[config.mk]
export PLATFORM = sky130hd
export DESIGN_NAME = mips_muldiv_unit
export DESIGN_NICKNAME = d
export VERILOG_FILES = /design/src/rtl/muldiv_pkg.sv /design/src/rtl/muldiv_sign_fix.sv /design/src/rtl/mips_muldiv_unit.sv
export SDC_FILE = /design/constraint.sdc
export NUM_CORES = 1
export LEC_CHECK = 0
export CAP_MARGIN = 15
export CORE_MARGIN = 10
export CORE_UTILIZATION = 50
export CTS_BUF_LIST = sky130_fd_sc_hd__clkbuf_16
export CTS_CLUSTER_DIAMETER = 30
export DETAILED_ROUTE_END_ITERATION = 16
export PLACE_DENSITY_LB_ADDON = 0.1
export SYNTH_ARGS = -nofsm -noshare
export SYNTH_HDL_FRONTEND = slang
export SYNTH_SLANG_ARGS = --single-unit
[constraint.sdc]
create_clock -name clk -period 2.7 [get_ports clk]
set_input_delay 0.54 -clock clk [delete_from_list [all_inputs] [get_ports clk]]
set_output_delay 0.54 -clock clk [all_outputs]
set_load 0.005 [all_outputs]
[src/rtl/muldiv_pkg.sv]
// muldiv_pkg: shared definitions for the MIPS multiply/divide unit.
//   - op encodings driven by the core on the unit's `op` port
//   - FSM state enum used by mips_muldiv_unit (also exposed on its debug port)
package muldiv_pkg;

  localparam logic [1:0] MD_MULT  = 2'b00;
  localparam logic [1:0] MD_MULTU = 2'b01;
  localparam logic [1:0] MD_DIV   = 2'b10;
  localparam logic [1:0] MD_DIVU  = 2'b11;

  typedef enum logic [1:0] {
    MD_IDLE = 2'b00,
    MD_CALC = 2'b01,
    MD_FIX  = 2'b10
  } md_state_t;

endpackage

[src/rtl/muldiv_sign_fix.sv]
// muldiv_sign_fix: combinational conditional two's-complement negate.
// Used both to take absolute values of signed operands and to restore the
// sign of products, quotients and remainders.
// Ports:
//   i_neg  - negate when 1, pass through when 0
//   i_val  - value in
//   o_val  - i_neg ? -i_val : i_val
module muldiv_sign_fix #(
  parameter int WIDTH = 32
) (
  input  logic             i_neg,
  input  logic [WIDTH-1:0] i_val,
  output logic [WIDTH-1:0] o_val
);

  assign o_val = i_neg ? (~i_val + WIDTH'(1)) : i_val;

endmodule

[src/rtl/mips_muldiv_unit.sv]
// mips_muldiv_unit: multi-cycle multiply/divide unit with the HI/LO pair.
// Implements mult, multu, div, divu (iterative, one bit per cycle) plus
// mthi/mtlo writes. Signed ops run on absolute values; the sign is restored
// in the FIX state.
//
// Handshake: the core raises `start` for one cycle while `busy`=0; the edge
// that samples it launches the op. `busy` stays high until the edge that
// writes HI/LO, after which `done` pulses for exactly one cycle (busy and
// done are never high together). `start` seen while busy is ignored; a new
// `start` may be issued in the `done` cycle.
//
// Ports:
//   clk, reset          - clock, synchronous active-high reset
//   start, op           - launch request and op select (see muldiv_pkg)
//   operand_a/operand_b - rs / rt values
//   hi_wr, lo_wr        - mthi / mtlo (operand_a -> HI / LO), IDLE only
//   busy, done          - status, both registered
//   div_by_zero         - sticky flag for the most recent operation
//   hi, lo              - HI / LO registers
//   dbg_state           - current FSM state (md_state_t encoding)
//
// Build option: define MULDIV_DIV_EN to include the divider. Without it,
// div/divu complete in one edge with HI=LO=0 and no flag.
module mips_muldiv_unit
  import muldiv_pkg::*;
#(
  parameter int WIDTH = 32
) (
  input  logic             clk,
  input  logic             reset,
  input  logic             start,
  input  logic [1:0]       op,
  input  logic [WIDTH-1:0] operand_a,
  input  logic [WIDTH-1:0] operand_b,
  input  logic             hi_wr,
  input  logic             lo_wr,
  output logic             busy,
  output logic             done,
  output logic             div_by_zero,
  output logic [WIDTH-1:0] hi,
  output logic [WIDTH-1:0] lo,
  output logic [1:0]       dbg_state
);

  localparam int CW = $clog2(WIDTH) + 1;
  localparam logic [CW-1:0] CNT_LAST = CW'(WIDTH - 1);

  md_state_t          r_state, w_state_nxt;
  logic               r_is_div, r_neg_q, r_neg_r;
  logic [WIDTH-1:0]   r_m;     // multiplicand or divisor (absolute)
  logic [2*WIDTH-1:0] r_acc;   // {upper, lower}: product, or {remainder, quotient}
  logic [CW-1:0]      r_cnt;
  logic               r_busy, r_done, r_dbz;
  logic [WIDTH-1:0]   r_hi, r_lo;

  // Launch decode
  logic               w_is_div, w_signed, w_neg_a, w_neg_b;
  logic               w_fast;       // op skips CALC and finishes in one edge
  logic               w_fast_dbz;
  logic [2*WIDTH-1:0] w_fast_acc;
  logic [WIDTH-1:0]   w_abs_a, w_abs_b;

  assign w_is_div = (op == MD_DIV) || (op == MD_DIVU);
  assign w_signed = (op == MD_MULT) || (op == MD_DIV);
  assign w_neg_a  = w_signed && operand_a[WIDTH-1];
  assign w_neg_b  = w_signed && operand_b[WIDTH-1];

`ifdef MULDIV_DIV_EN
  // Divide by zero: HI keeps the raw dividend, LO is all ones.
  assign w_fast     = w_is_div && (operand_b == '0);
  assign w_fast_dbz = 1'b1;
  assign w_fast_acc = {operand_a, {WIDTH{1'b1}}};
`else
  assign w_fast     = w_is_div;
  assign w_fast_dbz = 1'b0;
  assign w_fast_acc = '0;
`endif

  muldiv_sign_fix #(.WIDTH(WIDTH)) u_abs_a (.i_neg(w_neg_a), .i_val(operand_a), .o_val(w_abs_a));
  muldiv_sign_fix #(.WIDTH(WIDTH)) u_abs_b (.i_neg(w_neg_b), .i_val(operand_b), .o_val(w_abs_b));

  // One iteration step. Multiply: conditional add into the upper half, then
  // shift right (carry enters at the top).
  logic [WIDTH:0]     w_mul_sum;
  logic [2*WIDTH-1:0] w_mul_step, w_step;

  assign w_mul_sum  = {1'b0, r_acc[2*WIDTH-1:WIDTH]} + {1'b0, r_m};
  assign w_mul_step = r_acc[0] ? {w_mul_sum, r_acc[WIDTH-1:1]}
                               : {1'b0, r_acc[2*WIDTH-1:1]};

`ifdef MULDIV_DIV_EN
  // Restoring divide: shift the next dividend bit into the remainder, keep
  // the difference if it did not go negative, and shift in the quotient bit.
  logic [WIDTH:0]     w_rem_sh, w_diff;
  logic [2*WIDTH-1:0] w_div_step;

  assign w_rem_sh   = r_acc[2*WIDTH-1:WIDTH-1];
  assign w_diff     = w_rem_sh - {1'b0, r_m};
  assign w_div_step = w_diff[WIDTH] ? {w_rem_sh[WIDTH-1:0], r_acc[WIDTH-2:0], 1'b0}
                                    : {w_diff[WIDTH-1:0],   r_acc[WIDTH-2:0], 1'b1};
  assign w_step     = r_is_div ? w_div_step : w_mul_step;
`else
  assign w_step     = w_mul_step;
`endif

  // Result sign correction
  logic [2*WIDTH-1:0] w_prod_fix;
  logic [WIDTH-1:0]   w_quo_fix, w_rem_fix, w_res_hi, w_res_lo;

  muldiv_sign_fix #(.WIDTH(2*WIDTH)) u_fix_prod (.i_neg(r_neg_q), .i_val(r_acc),                    .o_val(w_prod_fix));
  muldiv_sign_fix #(.WIDTH(WIDTH))   u_fix_quo  (.i_neg(r_neg_q), .i_val(r_acc[WIDTH-1:0]),         .o_val(w_quo_fix));
  muldiv_sign_fix #(.WIDTH(WIDTH))   u_fix_rem  (.i_neg(r_neg_r), .i_val(r_acc[2*WIDTH-1:WIDTH]),   .o_val(w_rem_fix));

  assign w_res_hi = r_is_div ? w_rem_fix : w_prod_fix[2*WIDTH-1:WIDTH];
  assign w_res_lo = r_is_div ? w_quo_fix : w_prod_fix[WIDTH-1:0];

  // Next-state logic
  always_comb begin
    w_state_nxt = r_state;
    case (r_state)
      MD_IDLE: if (start) w_state_nxt = w_fast ? MD_FIX : MD_CALC;
      MD_CALC: if (r_cnt == CNT_LAST) w_state_nxt = MD_FIX;
      MD_FIX:  w_state_nxt = MD_IDLE;
      default: w_state_nxt = MD_IDLE;
    endcase
  end

  always_ff @(posedge clk) begin
    if (reset) begin
      r_state  <= MD_IDLE;
      r_is_div <= 1'b0;
      r_neg_q  <= 1'b0;
      r_neg_r  <= 1'b0;
      r_m      <= '0;
      r_acc    <= '0;
      r_cnt    <= '0;
      r_busy   <= 1'b0;
      r_done   <= 1'b0;
      r_dbz    <= 1'b0;
      r_hi     <= '0;
      r_lo     <= '0;
    end else begin
      r_state <= w_state_nxt;
      r_busy  <= (w_state_nxt != MD_IDLE);
      r_done  <= (r_state == MD_FIX);
      case (r_state)
        MD_IDLE: begin
          if (start) begin
            r_is_div <= w_is_div;
            r_m      <= w_abs_b;
            r_cnt    <= '0;
            if (w_fast) begin
              r_acc   <= w_fast_acc;
              r_neg_q <= 1'b0;
              r_neg_r <= 1'b0;
              r_dbz   <= w_fast_dbz;
            end else begin
              r_acc   <= {{WIDTH{1'b0}}, w_abs_a};
              r_neg_q <= w_neg_a ^ w_neg_b;
              r_neg_r <= w_neg_a;   // remainder follows the dividend
              r_dbz   <= 1'b0;
            end
          end else begin
            if (hi_wr) r_hi <= operand_a;
            if (lo_wr) r_lo <= operand_a;
          end
        end
        MD_CALC: begin
          r_acc <= w_step;
          r_cnt <= r_cnt + CW'(1);
        end
        MD_FIX: begin
          r_hi <= w_res_hi;
          r_lo <= w_res_lo;
        end
        default: ;
      endcase
    end
  end

  assign busy        = r_busy;
  assign done        = r_done;
  assign div_by_zero = r_dbz;
  assign hi          = r_hi;
  assign lo          = r_lo;
  assign dbg_state   = r_state;

endmodule

# Word-level counts from Yosys, hierarchy flattened
# Index checks and enable logic that the tools add are counted.
dict set report word_totals {
  word_cells 71
  regBits 173
}
dict set report classes {
  n_reduce_logical 13
  mux 25
  n_eq_ne 9
  n_bitwise 6
  add_sub_neg 7
}
# operator count
set ops {}
lappend ops {{$mux W32} 11}
lappend ops {{$mux W64} 3}
lappend ops {{$add A32 B1 Y32 const B} 4}
lappend ops {{$not A32 Y32} 4}
lappend ops {{$pmux W32 S2} 2}
lappend ops {{$pmux W64 S2} 1}
lappend ops {{$add A64 B1 Y64 const B} 1}
lappend ops {{$not A64 Y64} 1}
lappend ops {{$add A32 B32 Y33} 1}
lappend ops {{$pmux W6 S2} 1}
lappend ops {{$ne A2 B2 Y1 const B} 4}
lappend ops {{$add A6 B1 Y6 const B} 1}
lappend ops {{$eq A2 B2 Y1 const B} 3}
lappend ops {{$eq A6 B5 Y1 const B} 1}
lappend ops {{$mux W2} 3}
lappend ops {{$mux W6} 1}
lappend ops {{$reduce_and A3 Y1} 2}
lappend ops {{$reduce_bool A2 Y1} 3}
lappend ops {{$logic_not A2 Y1} 2}
lappend ops {{$pmux W2 S2} 1}
lappend ops {{$reduce_and A2 Y1} 2}
lappend ops {{$eq A2 B1 Y1 const B} 1}
lappend ops {{$logic_and A1 B1 Y1} 2}
lappend ops {{$logic_or A1 B1 Y1} 2}
lappend ops {{2 further kinds} 3}

# Depth between registers and ports, before layout
# Gate-level depths: netlist of run 1.
dict set report logic_depth {
  word_depth 7
  depth_mapped 12
  mapped_depth_nobuf 10
}

# Hierarchy
# From an unflattened synthesis of run 1, not the netlist that was laid out.
dict set report hier_totals {
  hier_cells 1695
  area_unflattened_um2 13809.5
}
# module n_inst seq_area_each_um2 area_each_um2 cells_each
set by_module_without_submodules {}
lappend by_module_without_submodules {mips_muldiv_unit 1 3463.3 9052.4 1093}
lappend by_module_without_submodules {{muldiv_sign_fix (u_abs_a ...)} 4 0.0 777.0 99}
lappend by_module_without_submodules {{muldiv_sign_fix (u_fix_prod)} 1 0.0 1649.1 206}

# Least setup slack after synthesis of run 1
# No wires, ideal clock.
dict set report synth_path {
  kind {register -> register}
  start {register r_acc[0]}
  end {register r_hi[6] (netlist: hi[6])}
  setup_time_ns 0.131
  period_less_slack_ns 2.652
  arrival_ns 2.521
  required_time_ns 2.569
  slack_ns 0.048
  stages_incl_launch_ff 12
  n_path_buf 2
  cell_sequence {dfxtp_1 > buf_2 > inv_1 > ha_1 > nor3b_1 > and2_1 > clkbuf_1 > nand3_1 > or4_1 > a22oi_1 > xor2_1 > o22ai_1}
}
dict set report synth_between {
  elab_chain_len 5
}
# element line_no
set synth_lines {}
lappend synth_lines {{from (decl)} mips_muldiv_unit.sv:51} ;# logic [2*WIDTH-1:0] r_acc;
lappend synth_lines {{from (signal assigned)} mips_muldiv_unit.sv:153} ;# r_acc <= w_fast_acc;
lappend synth_lines {{from (signal assigned)} mips_muldiv_unit.sv:158} ;# r_acc <= {{WIDTH{1'b0}}, w_abs_a};
lappend synth_lines {{from (signal assigned)} mips_muldiv_unit.sv:169} ;# r_acc <= w_step;
lappend synth_lines {{$not A64 Y64} muldiv_sign_fix.sv:16} ;# assign o_val = i_neg ? (~i_val + WIDTH'(1)) : i_val;
lappend synth_lines {{$add A64 B1 Y64} muldiv_sign_fix.sv:16}
lappend synth_lines {{$mux W64} muldiv_sign_fix.sv:16}
lappend synth_lines {{$mux W32} mips_muldiv_unit.sv:114} ;# assign w_res_hi = r_is_div ? w_rem_fix : w_prod_fix[2*WIDTH-1:WIDTH];
lappend synth_lines {{$pmux W32 S2} mips_muldiv_unit.sv:146} ;# case (r_state)
lappend synth_lines {{to (signal assigned)} mips_muldiv_unit.sv:164} ;# if (hi_wr) r_hi <= operand_a;
lappend synth_lines {{to (signal assigned)} mips_muldiv_unit.sv:173} ;# r_hi <= w_res_hi;
lappend synth_lines {{to (decl)} mips_muldiv_unit.sv:54} ;# logic [WIDTH-1:0] r_hi, r_lo;
# Every way passes these cells.
# A chain may end at the register's enable or synchronous reset.

# Worst setup path in the final report of run 1
dict set report layout_path {
  start {register r_acc[40]}
  end {register r_hi[16] (netlist: hi[16])}
}
dict set report layout_between {
  elab_chain_len 5
  word_cells_on_any_way 8
  cone_classes {2 x add/sub; 4 x mux; 2 x bitwise}
}
# element line_no
set layout_lines {}
lappend layout_lines {{$not A64 Y64 or $not A32 Y32 (tied branches)} muldiv_sign_fix.sv:16}
lappend layout_lines {{$add A64 B1 Y64 or $add A32 B1 Y32 (tied branches)} muldiv_sign_fix.sv:16}
lappend layout_lines {{$mux W64 or $mux W32 (tied branches)} muldiv_sign_fix.sv:16}
lappend layout_lines {{$mux W32 (*)} mips_muldiv_unit.sv:114}
lappend layout_lines {{$pmux W32 S2 (*)} mips_muldiv_unit.sv:146}
# Every way passes the cells marked *; elsewhere a longest branch is shown, timed or not.

==> flow_summary.json, run 1 <==
{
  "period_share": 0.974,
  "grt_max_degree": 59,
  "min_to": "lo[20]",
  "numCtsBuffers": 17,
  "synth_edf_count": 0,
  "synth-async-reset-ratio": 0,
  "critPathCaptureType": "flip-flop",
  "htree_levels": 4,
  "clock_latency_ps": 440,
  "fp.dieW_um": 172,
  "die_height_um": 172,
  "drc": 0,
  "drive_above_1_share": 0.158,
  "reg2reg_depth": 8,
  "vias_per_cell": 6.24,
  "min_path_type": "flip-flop to flip-flop",
  "postCtsHoldBufs": 0,
  "holdCritStartpoint": "lo[20]",
  "synth_nets": 1630,
  "clkSinkCount": 173,
  "io_buffers": 138,
  "dr.first_iter.drc_count": 1239,
  "finalPower_mw": 7.17,
  "cts.reportedPaths.clkPinSlew_ps": 70,
  "core_mm2": 0.0227,
  "multi_input_area_mm2": 0.00776,
  "min_period_ps": 2630,
  "regArea_mm2": 0.00346,
  "setup_viol": 0,
  "ant_nets": 0,
  "clock_path_buffers": 2,
  "syn_inst": 1521,
  "root_buffer": "clkbuf_16",
  "critPathLaunchType": "flip-flop",
  "yosys_warnings": 0,
  "hold_depth": 2,
  "finalMaxSlewViolations": 0,
  "dr.pass1.iters": 10,
  "insertedDiodeCount": 0,
  "hold_violations": 0,
  "worstPathArrival_ps": 2930,
  "rows": 55,
  "max_freq_mhz": 380,
  "stdcell_area_mm2": 0.0153,
  "io_pins": 140,
  "num-nets-final": 1879,
  "finalNonFillerCells": 2067,
  "synth-main-ff-cell": "dfxtp_1",
  "path_max_fanout": 6,
  "p_leak_nw": 5.84,
  "ys_types": 71,
  "vias": 12900,
  "grt-ovfl-total": 0,
  "dpl_cell_area_mm2": 0.0146,
  "fin_worst_skew_ps": 17.2,
  "syn2layout_area_growth_pct": 31.5,
  "place_congestion": 1.02,
  "hpwl_mm": 34.1,
  "antenna_found_initial": 0,
  "yosysSeqAreaShare": 0.299,
  "maxCapViolCount": 0,
  "fillers": 2021,
  "grt_pass1_vias": 12200,
  "syn_avg_cell_area_um2": 7.63,
  "synth_area_mm2": 0.0116,
  "placed_cells": 2033,
  "r2r-start": "r_acc[40]",
  "synth.ff_latch_count": 173,
  "grtUsageTotal": 0.292,
  "status": "completed",
  "rrSetupSlack_ps": 70,
  "tightest_slew_ps": 777,
  "drt_wl_total_mm": 44.4,
  "ir_drop_mv": 0.323,
  "setup_tns_ps": 0,
  "start_util": 0.511,
  "grt_pass1_wl_mm": 68.0,
  "fp.dieArea_mm2": 0.0297,
  "slew_headroom": 0.480,
  "power_density_mw_per_mm2": 470,
  "holdWs_ps": 452,
  "path_class": "flip-flop to flip-flop",
  "required_ps": 3000,
  "r2r_end": "hi[16]",
  "cts_tree": "built",
  "routedWlPerCell_um": 21.5
}
## synthesized netlist by cell type, types with 7 or more instances
master	number	area, um^2
nor2_1	209	785
dfxtp_1	173	3460
a21oi_1	129	646
nand2_1	118	443
clkbuf_1	101	379
o21ai_0	81	405
xnor2_1	65	569
xor2_1	65	569
a211oi_1	50	375
ha_1	37	463
a222oi_1	32	320
a22oi_1	30	225
o22ai_1	29	181
nand3_1	28	140
nor3_1	28	140
o31ai_1	28	210
inv_1	25	93.8
or3_1	24	150
a31oi_1	17	106
nand4_1	17	106
or4_1	17	128
a21o_1	16	120
nand2b_1	15	93.8
nor4_1	15	93.8
o41ai_1	14	123
o211ai_1	12	90.1
or2_2	12	75.1
nor2b_1	9	56.3
a311oi_1	8	70.1
mux2i_1	8	80.1
and3_1	7	43.8
## registers in the layout, summed over array words and instances (netlist names)
signal	flops
done	1
lo	32
r_is_div	1
r_neg_r	1
r_acc	64
dbg_state	2
r_neg_q	1
busy	1
r_m	32
hi	32
r_cnt	6
## worst max-delay path, stage by stage (launching register included)
cell      delay (ps)
dfxtp_1          360
buf_4            170
nor4_1           290
nand4_1          320
nor3_1           540
a21oi_1          140
nor2_1           140
xor2_1           390
a211oi_1         130
## cells in the final DEF (no fill, tap or decap), types with 6 or more instances in the layout
cell	synthesis	layout
buf_12	0	10
nor3_1	28	27
inv_1	25	25
o41ai_1	14	10
nand2b_1	15	15
nand2_1	118	118
xor2_1	65	65
nor2b_1	9	7
nand4_1	17	17
nor2_1	209	205
a22oi_1	30	30
or2_2	12	12
a21o_1	16	16
or3_1	24	24
dfxtp_1	173	172
or4_1	17	15
o211ai_1	12	12
and3_1	7	7
xnor2_1	65	65
mux2i_1	8	7
a211oi_1	50	50
buf_4	2	192
ha_1	37	35
o31ai_1	28	27
o22ai_1	29	29
nand3_1	28	28
a31oi_1	17	16
clkbuf_16	0	17
a21oi_1	129	128
clkdlybuf4s50_1	0	137
nor4_1	15	14
a311oi_1	8	8
a222oi_1	32	32
a211o_1	6	6
o21ai_0	81	80
o21a_1	6	6
## metrics by stage
| step | setup slack [ps] | utilization |
|---|---|---|
| 4_1_cts | 7.26 | 0.667 |
| 5_1_grt | -36.9 | 0.672 |
| 3_3_place_gp | -336 | 0.641 |
| 6_report | 70.9 | 0.672 |
| 3_5_place_dp | -374 | 0.641 |
| 2_1_floorplan | 48.2 | - |
## power by group
| part | total [mW] | internal [mW] | switching [mW] |
|---|---|---|---|
| combinational | 1.87 | 0.860 | 1.01 |
| clock | 2.46 | 1.28 | 1.18 |
| sequential | 2.85 | 2.71 | 0.144 |
## final cells by class
class | count | share of cell area
clock inverters | 14 | 0.00878
repair buffers | 340 | 0.198
clock buffers | 17 | 0.0279
flip-flops and latches | 173 | 0.227
multi-input cells | 1213 | 0.508
well taps | 285 | 0.0234
inverters | 25 | 0.00615
## worst max path at each step
| stage | start | to | slack, ps | cells after the start |
|---|---|---|---|---|
| after floorplan | r_acc[0] | hi[6] | 50 | 11 |
| final | r_acc[40] | hi[16] | 70 | 8 |
| after global routing | operand_a[16] | r_acc[26] | -40 | 9 |
| after global placement | operand_b[10] | r_m[28] | -340 | 9 |
| after CTS | r_acc[0] | hi[19] | 7 | 9 |
| after detailed placement | operand_b[10] | r_m[28] | -370 | 9 |
## what timing repair did
item                                    4_1_cts  5_1_grt
endpoints found under the setup margin        2       24
pin swaps                                     1        7
buffers inserted                              0        3
endpoints found under the hold margin         0        0
resized for setup                             4       20
## cells by family (layout without fill, tap and decap cells)
kind of cell    Yosys count  count (layout)  share of synthesized area
simple gates            527             527                      0.216
compound gates          507             507                      0.292
flops                   173             173                      0.299
buf+inv                 135             396                     0.0445
xor+xnor                130             130                     0.0981
fa+ha+maj                38              38                     0.0416
mux                      10              10                    0.00884
other cells               1               1                   0.000323
## per-layer routing
layer / vias to the layer above / track usage / wire, um
met5: - / 0 / 0
met4: 0 / 0.156 / 2330
met3: 113 / 0.0383 / 3270
met2: 544 / 0.507 / 20900
met1: 6081 / 0.343 / 17900
li1: 6158 / - / -
No activity file was read; power rests on OpenSTA's default activity.
==> run 2: changes to the inputs <==
--- a/config.mk
+++ b/config.mk
@@ -5,12 +5,14 @@
 export SDC_FILE = /design/constraint.sdc
 export NUM_CORES = 1
 export LEC_CHECK = 0
+export ABC_AREA = 1
 export CAP_MARGIN = 15
 export CORE_MARGIN = 10
 export CORE_UTILIZATION = 50
 export CTS_BUF_LIST = sky130_fd_sc_hd__clkbuf_16
 export CTS_CLUSTER_DIAMETER = 30
 export DETAILED_ROUTE_END_ITERATION = 16
+export HOLD_SLACK_MARGIN = 0.08
 export PLACE_DENSITY_LB_ADDON = 0.1
 export SYNTH_ARGS = -nofsm -noshare
 export SYNTH_HDL_FRONTEND = slang
==> constraint.sdc (replaced) <==
create_clock -name clk -period 2.6 [get_ports clk]
set_input_delay 0.52 -clock clk [delete_from_list [all_inputs] [get_ports clk]]
set_output_delay 0.52 -clock clk [all_outputs]
set_load 0.005 [all_outputs]
==> run 2 against run 1 <==
Hold slack improved by 13 ps. Clock-buffer cell count did not move. Highest routed layer is now met5. Critical path type unchanged. Critical path depth rose by 2.
==> flow_summary.json, run 2 <==
{
  "yosysSeqAreaShare": 0.258,
  "io_buffers": 138,
  "synth_common_cells": "nand2_1, nor2_1, inv_1",
  "crit_path_frequent_cell": "nand2_1",
  "slew_headroom": 0.404,
  "drive_above_1_share": 0.0631,
  "final_cell_mix": "nand2_1, nor2_1, inv_1",
  "dr.first_iter.drc_count": 2024,
  "largest_reg_flops": 64,
  "synth_nets": 2390,
  "synth.ff_latch_count": 173,
  "vias_per_cell": 5.85,
  "synth_edf_count": 0,
  "clock_path_buffers": 2,
  "io_pins": 140,
  "grt_pass1_wl_mm": 80.9,
  "yosys_warnings": 0,
  "grt_max_degree": 79,
  "setup_slack_ps": 58.5,
  "setup_tns_ps": 0,
  "crit_slowest_cell": "ha_1",
  "critPathCaptureType": "flip-flop",
  "drc": 0,
  "syn_inst": 2281,
  "cts_tree": "built",
  "ys_types": 54,
  "maxCapViolCount": 0,
  "required_ps": 2880,
  "rsz0062_at_grt": "false",
  "placed_cells": 2714,
  "fp.dieArea_mm2": 0.0338,
  "p_leak_nw": 6.96,
  "power_density_mw_per_mm2": 484,
  "hold_violations": 0,
  "postCtsHoldBufs": 0,
  "layout_commonest_cell": "nand2_1",
  "fp.dieW_um": 184,
  "finalNonFillerCells": 2746,
  "grt-ovfl-total": 0,
  "die_height_um": 184,
  "dr.pass1.iters": 6,
  "start_util": 0.512,
  "path_cells": "ha_1, nand2_1, nor2_1, nand2_1, nor4_1, nand2_1, nand3_1, nand3_1, nand2_1, a21oi_1",
  "cts.reportedPaths.clkPinSlew_ps": 70,
  "worstPathArrival_ps": 2820,
  "yosysTopAreaCellShare": 0.258,
  "setup_viol": 0,
  "clock_latency_ps": 440,
  "status": "completed",
  "routedWlPerCell_um": 19.4,
  "dp_slack_ps": -33.9,
  "yosysMostFrequentCell": "nand2_1",
  "vias": 16100,
  "rows": 59,
  "syn2layout_area_growth_pct": 18.1,
  "crit_path_max_incr_delay_ps": 440,
  "ant_nets": 0,
  "core_mm2": 0.0262,
  "finalPower_mw": 7.67,
  "drt_wl_total_mm": 53.1,
  "crit_buf_inv": 0,
  "synthTopCellsByArea": "dfxtp_1, nand2_1, a21oi_1, nor2_1, nand3_1",
  "synth_area_leader_cell": "dfxtp_1",
  "htree_levels": 4,
  "ir_drop_mv": 0.457,
  "num-nets-final": 2507,
  "clkSinkCount": 173,
  "finalMaxSlewViolations": 0,
  "hpwl_mm": 41.6,
  "crit_family": "simple AND/OR/NAND/NOR gates",
  "tightest_slew_ps": 895,
  "synth-main-ff-cell": "dfxtp_1",
  "synth-async-reset-ratio": 0,
  "syn_avg_cell_area_um2": 5.88,
  "top_register": "r_acc",
  "fin_worst_skew_ps": 17.0,
  "antenna_found_initial": 2,
  "critPathLaunchType": "flip-flop",
  "synth_area_mm2": 0.0134,
  "grtUsageTotal": 0.303,
  "numCtsBuffers": 17,
  "holdWs_ps": 465,
  "path_class": "flip-flop to flip-flop",
  "max_freq_mhz": 393,
  "period_share": 0.978,
  "min_period_ps": 2540,
  "min_path_type": "primary input to flip-flop",
  "grt_pass1_vias": 14400,
  "root_buffer": "clkbuf_16",
  "path_max_fanout": 5,
  "place_congestion": 0.991
}
==> run 2: timing repair <==
item | 4_1_cts | 5_1_grt
setup endpoints to repair | 0 | 1
setup buffers | 0 | 0
endpoints found under the hold margin | 0 | 0
gates resized for setup | 0 | 1
==> run 2: cell type report <==
type                            instances  area [um^2]
Inverter                              248          933
Timing Repair Buffer                  191         1840
Clock buffer                           17          425
Tap cell                              335          419
Fill cell                            2601        10400
Antenna cell                            1         2.50
Multi-Input combinational cell       1767         8640
Clock inverter                         14          115
Sequential cell                       173         3460
==> run 2: cell families after synthesis <==
family,after synthesis,synth area share
compound gates,535,0.218
other cells,1,0.000280
buf+inv,341,0.0995
fa+ha+maj,38,0.0360
flops,173,0.258
simple gates,1165,0.369
xor+xnor,28,0.0183
==> run 2: power by group <==
part / switching [mW] / total, mW / internal (mW)
sequential: 0.197 / 3.04 / 2.84
clock: 1.24 / 2.48 / 1.24
combinational: 1.37 / 2.16 / 0.788
total: 2.80 / 7.67 / 4.87
==> run 2: per-layer routing <==
metal,vias to the layer above,part of all wire,GRT usage
met4,2,0.018,0.0708
li1,7783,-,-
met2,882,0.41,0.434
met5,-,0.00023,0
met3,65,0.12,0.0860
met1,7341,0.45,0.437
==> run 2: path summary, 6_finish.rpt <==
path / end / slack, ps / startpoint / cells after the start
max: r_acc[59] / 60 / r_acc[54] / 10
min: r_m[1] / 470 / reset / 2
max reg2reg: r_acc[59] / 60 / r_acc[54] / 10
min reg2reg: lo[20] / 480 / lo[20] / 2
==> run 2: worst register-to-register path: stages, from the launching register on <==
cell and delay, ps:
dfxtp_1 390, ha_1 440, nand2_1 150, nor2_1 330
nand2_1 210, nor4_1 240, nand2_1 220, nand3_1 140
nand3_1 130, nand2_1 100, a21oi_1 60
==> run 2: stage by stage <==
stage | cell area (um^2) | utilization
6_report | 15800 | 0.604
5_1_grt | 15800 | 0.604
4_1_cts | 15800 | 0.604
3_5_place_dp | 15300 | 0.583
3_3_place_gp | 15300 | 0.583
2_1_floorplan | 13400 | -
